$ cat config.mk
export PLATFORM = sky130hd
export DESIGN_NAME = mux_scan_n
export DESIGN_NICKNAME = d
export VERILOG_FILES = /design/src/rtl/mux_scan_n.sv
export SDC_FILE = /design/constraint.sdc
export NUM_CORES = 1
export LEC_CHECK = 0
export ABC_AREA = 1
export CORE_ASPECT_RATIO = 1.2
export CORE_UTILIZATION = 25
export CTS_CLUSTER_DIAMETER = 150
export CTS_CLUSTER_SIZE = 24
export DETAILED_ROUTE_END_ITERATION = 8
export GPL_TIMING_DRIVEN = 0
export HOLD_SLACK_MARGIN = 0.15
export PLACE_DENSITY_LB_ADDON = 0.15
export SETUP_SLACK_MARGIN = 0.2
export SYNTH_ARGS = -nofsm -noshare
export SYNTH_HDL_FRONTEND = slang
export SYNTH_SLANG_ARGS = --single-unit
$ cat constraint.sdc
create_clock -name clk -period 1.66 [get_ports clk]
set_input_delay 0.249 -clock clk [delete_from_list [all_inputs] [get_ports clk]]
set_output_delay 0.249 -clock clk [all_outputs]
set_load 0.02 [all_outputs]
$ cat src/rtl/mux_scan_n.sv
// N-channel, W-bit registered multiplexer with manual select, auto-scan with programmable
// dwell, hold/freeze control, and valid/wrap status flags.
module mux_scan_n #(
  parameter int unsigned N     = 3,
  parameter int unsigned W     = 4,
  parameter int unsigned DWELL = 4,
  localparam int unsigned AW   = (N > 1) ? $clog2(N) : 1
) (
  input  logic           clk,
  input  logic           rst,
  input  logic [N*W-1:0] x,
  input  logic [AW-1:0]  adr,
  input  logic           mode,
  input  logic           hold,
  output logic [W-1:0]   y,
  output logic [AW-1:0]  ch,
  output logic           y_vld,
  output logic           wrap
);

  localparam int unsigned    CW      = (DWELL > 1) ? $clog2(DWELL) : 1;
  localparam logic [AW-1:0] IdxLast  = AW'(N - 1);
  localparam logic [CW-1:0] CntLast  = CW'(DWELL - 1);
  localparam logic [AW:0]   NumCh    = (AW + 1)'(N);

  typedef enum logic [1:0] {StMan, StScan, StHold} state_e;

  state_e        state_q, state_d;
  logic [AW-1:0] idx_q, idx_d;
  logic [CW-1:0] cnt_q, cnt_d;
  logic          resume_q, resume_d;
  logic [W-1:0]  y_q, y_d;
  logic [AW-1:0] ch_q, ch_d;
  logic          vld_q, vld_d;
  logic          wrap_q, wrap_d;

  logic          last_cnt;
  logic          cont_scan;
  logic          adr_ok;
  logic [AW-1:0] idx_step;
  logic [AW-1:0] sel;
  logic [N-1:0]  onehot;
  logic [W-1:0]  mux_out;

  // Scan continues only from SCAN, or from HOLD when the hold began in a live scan and
  // mode stayed high throughout.
  always_comb begin
    last_cnt  = (cnt_q == CntLast);
    cont_scan = (state_q == StScan) || ((state_q == StHold) && resume_q);
    adr_ok    = ({1'b0, adr} < NumCh);
    idx_step  = idx_q;
    if (last_cnt) begin
      idx_step = (idx_q == IdxLast) ? '0 : idx_q + AW'(1);
    end
    sel = '0;
    if (!mode) begin
      sel = adr;
    end else if (cont_scan) begin
      sel = idx_step;
    end
  end

  // One-hot decode then AND-OR; an out-of-range select matches no channel and yields 0.
  always_comb begin
    onehot  = '0;
    mux_out = '0;
    for (int unsigned k = 0; k < N; k++) begin
      onehot[k] = (sel == AW'(k));
      mux_out   = mux_out | (x[k*W +: W] & {W{onehot[k]}});
    end
  end

  always_comb begin
    state_d  = state_q;
    idx_d    = idx_q;
    cnt_d    = cnt_q;
    resume_d = resume_q;
    y_d      = y_q;
    ch_d     = ch_q;
    vld_d    = 1'b0;
    wrap_d   = 1'b0;
    if (hold) begin
      state_d = StHold;
      if (state_q != StHold) begin
        resume_d = (state_q == StScan) && mode;
      end else if (!mode) begin
        resume_d = 1'b0;
      end
    end else if (!mode) begin
      state_d = StMan;
      y_d     = mux_out;
      ch_d    = adr;
      vld_d   = adr_ok;
    end else if (cont_scan) begin
      state_d = StScan;
      idx_d   = idx_step;
      cnt_d   = last_cnt ? '0 : cnt_q + CW'(1);
      wrap_d  = last_cnt && (idx_q == IdxLast);
      y_d     = mux_out;
      ch_d    = idx_step;
      vld_d   = 1'b1;
    end else begin
      state_d = StScan;
      idx_d   = '0;
      cnt_d   = '0;
      y_d     = mux_out;
      ch_d    = '0;
      vld_d   = 1'b1;
    end
  end

  always_ff @(posedge clk or posedge rst) begin
    if (rst) begin
      state_q  <= StMan;
      idx_q    <= '0;
      cnt_q    <= '0;
      resume_q <= 1'b0;
      y_q      <= '0;
      ch_q     <= '0;
      vld_q    <= 1'b0;
      wrap_q   <= 1'b0;
    end else begin
      state_q  <= state_d;
      idx_q    <= idx_d;
      cnt_q    <= cnt_d;
      resume_q <= resume_d;
      y_q      <= y_d;
      ch_q     <= ch_d;
      vld_q    <= vld_d;
      wrap_q   <= wrap_d;
    end
  end

  assign y     = y_q;
  assign ch    = ch_q;
  assign y_vld = vld_q;
  assign wrap  = wrap_q;

endmodule
### Word-level counts from Yosys, hierarchy flattened

Cells that the tools add are included.

| word-level totals | value |
|---|---|
| input bits | 18 |
| output and inout port bits | 8 |
| flip-flop bits (word level) | 15 |

| cells by class | value |
|---|---|
| reductions and logical operators | 7 |
| equal/unequal tests | 8 |
| add/sub/neg operators | 2 |
| muxes and demuxes | 15 |
| order comparisons | 1 |
| bitwise gates (word level) | 6 |

Operator list:

| operator | number |
|---|---|
| 2-bit 2-to-1 mux | 7 |
| 4-bit bitwise AND | 3 |
| 2-bit == test (second input constant) | 4 |
| 1-bit 2-to-1 mux | 8 |
| 4-bit bitwise OR | 2 |
| 2-bit by 1-bit adder with 2-bit output (second input constant) | 2 |
| 2-bit by 1-bit == test with 1-bit output (second input constant) | 2 |
| 2-bit AND reduction | 2 |
| 1-bit logical AND | 3 |
| 2-bit zero test | 1 |
| 2-bit less-than comparator (second input constant) | 1 |
| 2-bit by 1-bit inequality test with 1-bit output (second input constant) | 1 |
| 2-bit inequality test (second input constant) | 1 |
| 1-bit logical OR | 1 |
| 1-bit NOT | 1 |

### Logic depth before layout (Yosys ltp)

Gate-level depths: netlist of the first run.

| logic depth | value |
|---|---|
| depth after elaboration | 9 |
| depth in mapped cells | 11 |

### Worst setup path after synthesis of the first run

OpenSTA, ideal clock, no wires.

| timing path | value |
|---|---|
| path type | flip-flop to flip-flop |
| start | register cnt_q[0] |
| end | register y_q[0] (netlist: y[0]) |
| cell stages (with the launch flop) | 12 |
| arrival time | 1.238 ns |
| library setup time | 0.117 ns |
| path slack | 0.305 ns |
| required time | 1.543 ns |
| cells stage by stage | dfrtp_1 > ha_1 > inv_2 > nand2_1 > nand2_2 > nand3_2 > nand2_4 > inv_4 > nand3_1 > nand2_1 > nor2_1 > nor2_1 |

| on the way | value |
|---|---|
| word-level cells in the longest chain between the ends | 8 |
| elaborated cells on any way between the ends | 12 |

Ends and longest elaborated chain:

| what | RTL line | RTL |
|---|---|---|
| start, declared | 30 | `logic [CW-1:0] cnt_q, cnt_d;` |
| start signal, assigned | 125 | `cnt_q <= cnt_d;` |
| 2-bit == test (*) | 48 | `last_cnt = (cnt_q == CntLast);` |
| 2-bit 2-to-1 mux (*) | 52 | `if (last_cnt) begin` |
| 2-bit 2-to-1 mux (*) | 58 | `end else if (cont_scan) begin` |
| 2-bit 2-to-1 mux (*) | 56 | `if (!mode) begin` |
| 2-bit by 1-bit == test with 1-bit output or 2-bit zero test (tied branches) | 68 | `onehot[k] = (sel == AW'(k));` |
| 4-bit bitwise AND | 69 | `mux_out = mux_out \| (x[k*W +: W] & {W{onehot[k]}});` |
| 4-bit bitwise OR | 69 |  |
| 4-bit bitwise OR (*) | 69 |  |
| end signal, assigned | 127 | `y_q <= y_d;` |
| end, declared | 32 | `logic [W-1:0] y_q, y_d;` |

Mark *: on every way between the ends. The rest lies on a longest branch, timed or not.
A chain may end at the register's enable or synchronous reset.

### Final worst setup path of the first run

| timing path | value |
|---|---|
| start | register cnt_q[0] |
| end | register y_q[3] (netlist: y[3]) |

The elaborated chain is that of the path after synthesis.

==> qor.yml, run 1 <==
run_status: "complete, no violations"
post_route_cells_drive_above_1_share_pct: 20.93
floorplan.die.width_um: 53.59
first_global_vias: 707
worst-slew-pin-transition_ps: 568.2
final_design_area_no_fill_um2: 1185
drc: 0
netSwitchingFraction_pct: 29.02
synth-seq-cells: 15
clock_buffer_count_from_cts: 3
timing.final.hold_violations: 0
detail-route-antenna-nets: 0
cts_htree_levels: 1
fraction_of_post_synthesis_cell_area_in_the_top_cell_type_by_area_pct: 47.02
design.die.area_um2: 3424
final_slew_violations: 0
worst_setup_hold_path_clk_slew_ps: 90
detailedRoute.firstIterationViolations: 11
cts-root-to-sink-buffers: 2
rr_startpoint: "cnt_q[0]$_DFFE_PP0P_"
power_frac_clock_pct: 25.6
port_buffers: 25
first_pass_grt_wire_length_mm: 3.063
timing.final.crit_period_ps: 1452
std_cell_rows: 22
antenna_cells_inserted: 0
yosysWarnings: 0
cp_slowest_cell: "sky130_fd_sc_hd__dfrtp_1"
ctsHoldBuffers: 0
critical_path_peak_fanout: 5
synthesis.area_per_instance_um2: 8.315
floorplan.die.height_um: 63.90
worstPathCellList: "ha_4 > nand3_1 > nand2_2 > nand3_2 > nand2_4 > buf_6 > nand3_1 > nand2_1 > nor2_1 > nor2_1"
ys_types: 19
seqPwrFrac_pct: 50.1
area_growth_pct: 48.43
finalWirelength_mm: 1.877
vias_per_cell: 4.461
setup_total_negative_slack_ps: 0
route.vias.total: 736
timing.max_slew.rel_slack_pct: 62.08
most_frequent_cells_after_synthesis: "19 x sky130_fd_sc_hd__nand2_1, 16 x sky130_fd_sc_hd__nand3_1, 15 x sky130_fd_sc_hd__dfrtp_1, 13 x sky130_fd_sc_hd__nor2_1, 6 x sky130_fd_sc_hd__nand2_2"
synth_sequential_area_ratio_pct: 47.02
cts_tree: "built"
p_sw_mw: 0.2357
grt_max_degree: 16
num_io_pins: 26
biggest_area_contributors_in_the_synthesized_netlist: "sky130_fd_sc_hd__dfrtp_1 47%, sky130_fd_sc_hd__nand3_1 10%, sky130_fd_sc_hd__nand2_1 8.9%"
critical_path.startpoint_type: "register"
grt_antenna_before_repair: 0
synth_top_flop_cell: "sky130_fd_sc_hd__dfrtp_1"
synth_top_area_cell: "sky130_fd_sc_hd__dfrtp_1"
starting_density_of_the_core_pct: 26.13
grt_overflow: 0
rsz_0062_raised_after_global_routing: "yes"
nets: 149
synthCells: 96
cellLeakagePower_nw: 0.5612
placed_cells_incl_taps: 157
crit_path_end_kind: "register"
p_per_area_nw_per_um2: 685.4
post_place_cell_area_um2: 1094
clock.fmax_ghz: 0.6885
drt_pass1_iterations: 4
cp_num_buf_inv: 1
synth_fp_nets: 115
hold_slack_ps: 318.7
path_delay_family: "simple AND/OR/NAND/NOR gates"
max-vdd-ir-drop_v: 0.0003713
clock_latency_ps: 280
clock_root_buffer: "sky130_fd_sc_hd__clkbuf_4"
placement.setup.worst_slack_ps: 50.31
min_period_over_period_pct: 87.50
numClockSinks: 15
most_frequent_cell_after_synthesis: "sky130_fd_sc_hd__nand2_1"
crit_path_kind: "register to register"
report.final.setup_viol: 0
slowest_delay_ps: 420
finClkSkew_ps: 0.9138
crit-reg2reg-capture: "y[3]$_DFFE_PP0N_"
timing.final.ws_setup_ps: 207.6
core_um2: 3055
number_of_flops_mapped_to_enable_cells_by_yosys: 0
regToRegSetupSlack_ps: 210
async_s_r_ff_share_synth_pct: 100.0
p_int_mw: 0.5764
power_frac_comb_pct: 24.3
worstHoldPathType: "primary input to asynchronous set/reset pin"
post_layout_nonfiller_instances: 165
dpl.hpwl_mm: 1.385
r2r.worst_path.cells: 10
critPathArrivalTime_ps: 1630
cp_data_required_time_ps: 1840
mappedNetlistArea_um2: 798.3
grt_use_total_pct: 12.31
routabilityCongestion: 0.7487
max_cap_viols: 0
route.detailed.wl_per_inst_um: 11.38
[power groups by stage]
stage | Clock [mW] | Combinational (mW) | Sequential (mW)
after floorplan | 0 | 0.0744 | 0.435
after global placement | 0 | 0.197 | 0.413
after detailed placement | 0 | 0.199 | 0.414
after CTS | 0.218 | 0.185 | 0.407
after global routing | 0.239 | 0.220 | 0.412
final | 0.208 | 0.198 | 0.407
[stage by stage]
step	utilization, %	power (mW)
5_1_grt	38.78	0.8713
2_1_floorplan	-	0.5097
3_3_place_gp	35.79	0.6094
6_report	38.78	0.8121
4_1_cts	36.40	0.8097
3_5_place_dp	35.79	0.6124
[area by class of cell]
class                   instances  area [um^2]
inverters                       9        43.79
fillers                       314         1871
clock buffers                   4        26.28
multi-input cells              73        427.9
well taps                      36        45.04
flip-flops and latches         15        375.4
repair buffers                 28        266.5
[flip-flops by register name, summed over array words and instances (netlist names)]
signal / count
cnt_q: 2
y_vld: 1
wrap: 1
y: 4
state_q: 2
idx_q: 2
resume_q: 1
ch: 2
[cell usage in the layout, fill, tap and decap left out, types with 3 or more instances in the layout]
| cell | n |
|---|---|
| sky130_fd_sc_hd__inv_1 | 5 |
| sky130_fd_sc_hd__clkbuf_4 | 3 |
| sky130_fd_sc_hd__dfrtp_1 | 15 |
| sky130_fd_sc_hd__nand2_1 | 18 |
| sky130_fd_sc_hd__nand2_2 | 5 |
| sky130_fd_sc_hd__nand3_2 | 3 |
| sky130_fd_sc_hd__clkdlybuf4s50_1 | 17 |
| sky130_fd_sc_hd__nand2_4 | 7 |
| sky130_fd_sc_hd__nor2_1 | 13 |
| sky130_fd_sc_hd__nand3_1 | 15 |
| sky130_fd_sc_hd__o21ai_0 | 3 |
| sky130_fd_sc_hd__dlygate4sd2_1 | 8 |
[logic make-up after synthesis]
logic type                 count (synthesis)  synth area share [%]
DFF                                       15                 47.02
buffers and inverters                      9                 4.546
AOI/OAI and AO/OA                          8                 5.957
and+or+nand+nor                           63                 40.91
adders and majority gates                  1                 1.567
[metal layers]
metal  vias up  share of wire, %  routed length (um)  track usage (%)
li1        383                 -                   -                -
met1       337                43                 803            14.60
met2        14                51                 966            20.00
met3         2               4.5                  84            2.381
met4         0               1.1                  21            6.908
met5         -                 0                   0                0
[how the worst max path moves through the flow]
stage / end / slack [ps] / start / cells after the start
2_1_floorplan: y[0]$_DFFE_PP0N_ / 300 / cnt_q[0]$_DFFE_PP0P_ / 11
3_3_place_gp: y[0]$_DFFE_PP0N_ / 80 / mode / 9
3_5_place_dp: y[1]$_DFFE_PP0N_ / 50 / mode / 9
4_1_cts: y[0]$_DFFE_PP0N_ / 210 / cnt_q[0]$_DFFE_PP0P_ / 11
5_1_grt: y[3]$_DFFE_PP0N_ / 120 / cnt_q[0]$_DFFE_PP0P_ / 11
6_report: y[3]$_DFFE_PP0N_ / 210 / cnt_q[0]$_DFFE_PP0P_ / 10
[what timing repair did]
item	in CTS	in global routing
endpoints found under the setup margin	12	4
pin swaps	0	8
gates cloned	0	1
setup buffers	0	3
resized for setup	9	10
[worst register-to-register path: stages, from the launching register on]
cell	delay, ps
sky130_fd_sc_hd__dfrtp_1	420
sky130_fd_sc_hd__ha_4	190
sky130_fd_sc_hd__nand3_1	90
sky130_fd_sc_hd__nand2_2	70
sky130_fd_sc_hd__nand3_2	80
sky130_fd_sc_hd__nand2_4	100
sky130_fd_sc_hd__buf_6	130
sky130_fd_sc_hd__nand3_1	70
sky130_fd_sc_hd__nand2_1	50
sky130_fd_sc_hd__nor2_1	110
sky130_fd_sc_hd__nor2_1	50
Power figures use the tool's default switching activity.
==> run 2, diff against run 1 <==
--- a/config.mk
+++ b/config.mk
@@ -6,6 +6,7 @@
 export NUM_CORES = 1
 export LEC_CHECK = 0
 export ABC_AREA = 1
+export CAP_MARGIN = 20
 export CORE_ASPECT_RATIO = 1.2
 export CORE_UTILIZATION = 25
 export CTS_CLUSTER_DIAMETER = 150
==> results of run 2 <==
Same layout as run 1: the final DEF is identical, and so are final timing and power.
==> run 3, diff against run 2 <==
==> constraint.sdc (replaced) <==
create_clock -name clk -period 1.55 [get_ports clk]
set_input_delay 0.2325 -clock clk [delete_from_list [all_inputs] [get_ports clk]]
set_output_delay 0.2325 -clock clk [all_outputs]
set_load 0.02 [all_outputs]
==> qor.yml, run 3 (synthesis results as in run 1) <==
run_status: "complete, no violations"
first_global_vias: 729  # +3.1%
floorplan.die.width_um: 53.59  # unchanged
timing.max_slew.rel_slack_pct: 60.00  # -2.1 points
fillCellCount: 334  # +6.4%
nets: 153  # +2.7%
grt_use_total_pct: 12.87  # +0.56 points
finalWirelength_mm: 2.021  # +7.7%
max-vdd-ir-drop_v: 0.0003448  # -7.1%
core_um2: 3055  # unchanged
timing.final.hold_violations: 0  # unchanged
antenna_cells_inserted: 0  # unchanged
grt_antenna_before_repair: 0  # unchanged
cp_data_required_time_ps: 1740  # -100 ps
clock.fmax_ghz: 0.6998  # +1.6%
cts_htree_levels: 1  # unchanged
finalPower_mw: 0.8935  # +10%
finClkSkew_ps: 5.511  # +4.597 ps
grt_max_degree: 16  # unchanged
p_per_area_nw_per_um2: 726.5  # +6.0%
drc: 0  # unchanged
report.final.setup_viol: 0  # unchanged
numClockSinks: 15  # unchanged
hold_slack_ps: 300.5  # -18.20 ps
area_growth_pct: 54.08
final_slew_violations: 0  # unchanged
first_pass_grt_wire_length_mm: 3.187  # +4.0%
starting_density_of_the_core_pct: 26.13  # unchanged
clock_latency_ps: 290  # about the same
drt_pass1_iterations: 4  # unchanged
floorplan.die.height_um: 63.90  # unchanged
route.detailed.wl_per_inst_um: 11.96  # +5.1%
route.vias.total: 788  # +7.1%
timing.final.crit_period_ps: 1429  # -23.53 ps
detail-route-antenna-nets: 0  # unchanged
worst_setup_path_startpoint: "cnt_q[0]$_DFFE_PP0P_"
rr_startpoint: "cnt_q[0]$_DFFE_PP0P_"
grt_overflow: 0  # unchanged
post_route_cells_drive_above_1_share_pct: 26.32  # +5.4 points
port_buffers: 25  # unchanged
std_cell_rows: 22  # unchanged
post_place_cell_area_um2: 1096  # +0.23%
crit_path_end_kind: "register"
clock_root_buffer: "sky130_fd_sc_hd__clkbuf_4"
cellLeakagePower_nw: 0.5875  # +4.7%
dpl.hpwl_mm: 1.361  # -1.7%
largest_register_ffs: 4  # unchanged
min_period_over_period_pct: 92.19  # +4.7 points
critical_path_peak_fanout: 6  # +1
final_cell_mix: "18 x sky130_fd_sc_hd__nand2_1, 16 x sky130_fd_sc_hd__clkdlybuf4s50_1, 15 x sky130_fd_sc_hd__dfrtp_1"
clock_buffer_count_from_cts: 3  # unchanged
worst-slew-pin-transition_ps: 599.3  # +31.05 ps
critPathArrivalTime_ps: 1620  # about the same
num_io_pins: 26  # unchanged
worstHoldPathType: "primary input to asynchronous set/reset pin"
routabilityCongestion: 0.7240  # -3.3%
setup_total_negative_slack_ps: 0  # unchanged
ctsHoldBuffers: 0  # unchanged
design.die.area_um2: 3424  # unchanged
final_design_area_no_fill_um2: 1230  # +3.8%
vias_per_cell: 4.663  # +4.5%
cts_tree: "built"
max_cap_viols: 0  # unchanged
cts-root-to-sink-buffers: 2  # unchanged
rsz_0062_raised_after_global_routing: "yes"
crit_path_kind: "register to register"
worst_setup_hold_path_clk_slew_ps: 100  # about the same
detailedRoute.firstIterationViolations: 13  # +2
critical_path.startpoint_type: "register"
most_common_library_cell_in_the_layout_ignoring_fill_and_taps: "sky130_fd_sc_hd__nand2_1"
## run 3: area by class of cell
type | count | area (um^2) | area share [%]
repair inverters | 1 | 6.256 | 0.5086
inverters | 9 | 41.29 | 3.357
well taps | 36 | 45.04 | 3.662
multi-input cells | 73 | 447.9 | 36.42
flip-flops and latches | 15 | 375.4 | 30.52
repair buffers | 31 | 287.8 | 23.40
clock buffers | 4 | 26.28 | 2.136
## run 3: per-layer routing
layer,up-vias,share of wire (%),GRT usage (%)
met5,-,0,0
met4,0,1.8,8.224
met3,4,3.7,1.667
met2,22,52,19.84
met1,371,43,16.32
li1,391,-,-
## run 3: where the power goes
part,internal (mW),switching [mW]
Sequential,0.419,0.0160
Clock,0.0999,0.136
Combinational,0.103,0.120
## run 3: final timing paths
check | to | slack [ps] | depth (start not counted)
setup reg to reg | y[1]$_DFFE_PP0N_ | 120 | 11
min in group clk | state_q[0]$_DFF_PP0_ | 410 | 3
setup / recovery | y[1]$_DFFE_PP0N_ | 120 | 11
max in group asynchronous | cnt_q[0]$_DFFE_PP0P_ | 860 | 2
hold reg to reg | ch[1]$_DFFE_PP0N_ | 500 | 2
hold / removal | y[1]$_DFFE_PP0N_ | 300 | 2
## run 3: stage by stage
step	cells	setup WS, ps	utilization [%]
6_report	169	121.1	40.25
5_1_grt	169	18.47	40.25
4_1_cts	166	115.9	38.00
3_5_place_dp	157	-48.50	35.87
3_3_place_gp	157	-18.47	35.87
2_1_floorplan	96	236.2	-
## run 3: worst max-delay path, cell delays in order, from the launching register on
cell and delay (ps):
sky130_fd_sc_hd__dfrtp_1 420, sky130_fd_sc_hd__ha_4 200, sky130_fd_sc_hd__inv_4 60, sky130_fd_sc_hd__nand2_2 40
sky130_fd_sc_hd__nand2_2 80, sky130_fd_sc_hd__nand3_2 80, sky130_fd_sc_hd__nand2_4 140, sky130_fd_sc_hd__inv_4 60
sky130_fd_sc_hd__nand3_1 70, sky130_fd_sc_hd__nand2_1 60, sky130_fd_sc_hd__nor2_1 80, sky130_fd_sc_hd__nor2_1 40
## run 3: repair_timing
item,in CTS,in global routing
resized for setup,11,11
endpoints found under the setup margin,12,8
pin swaps,4,9
setup buffers,4,2
cloned,1,1
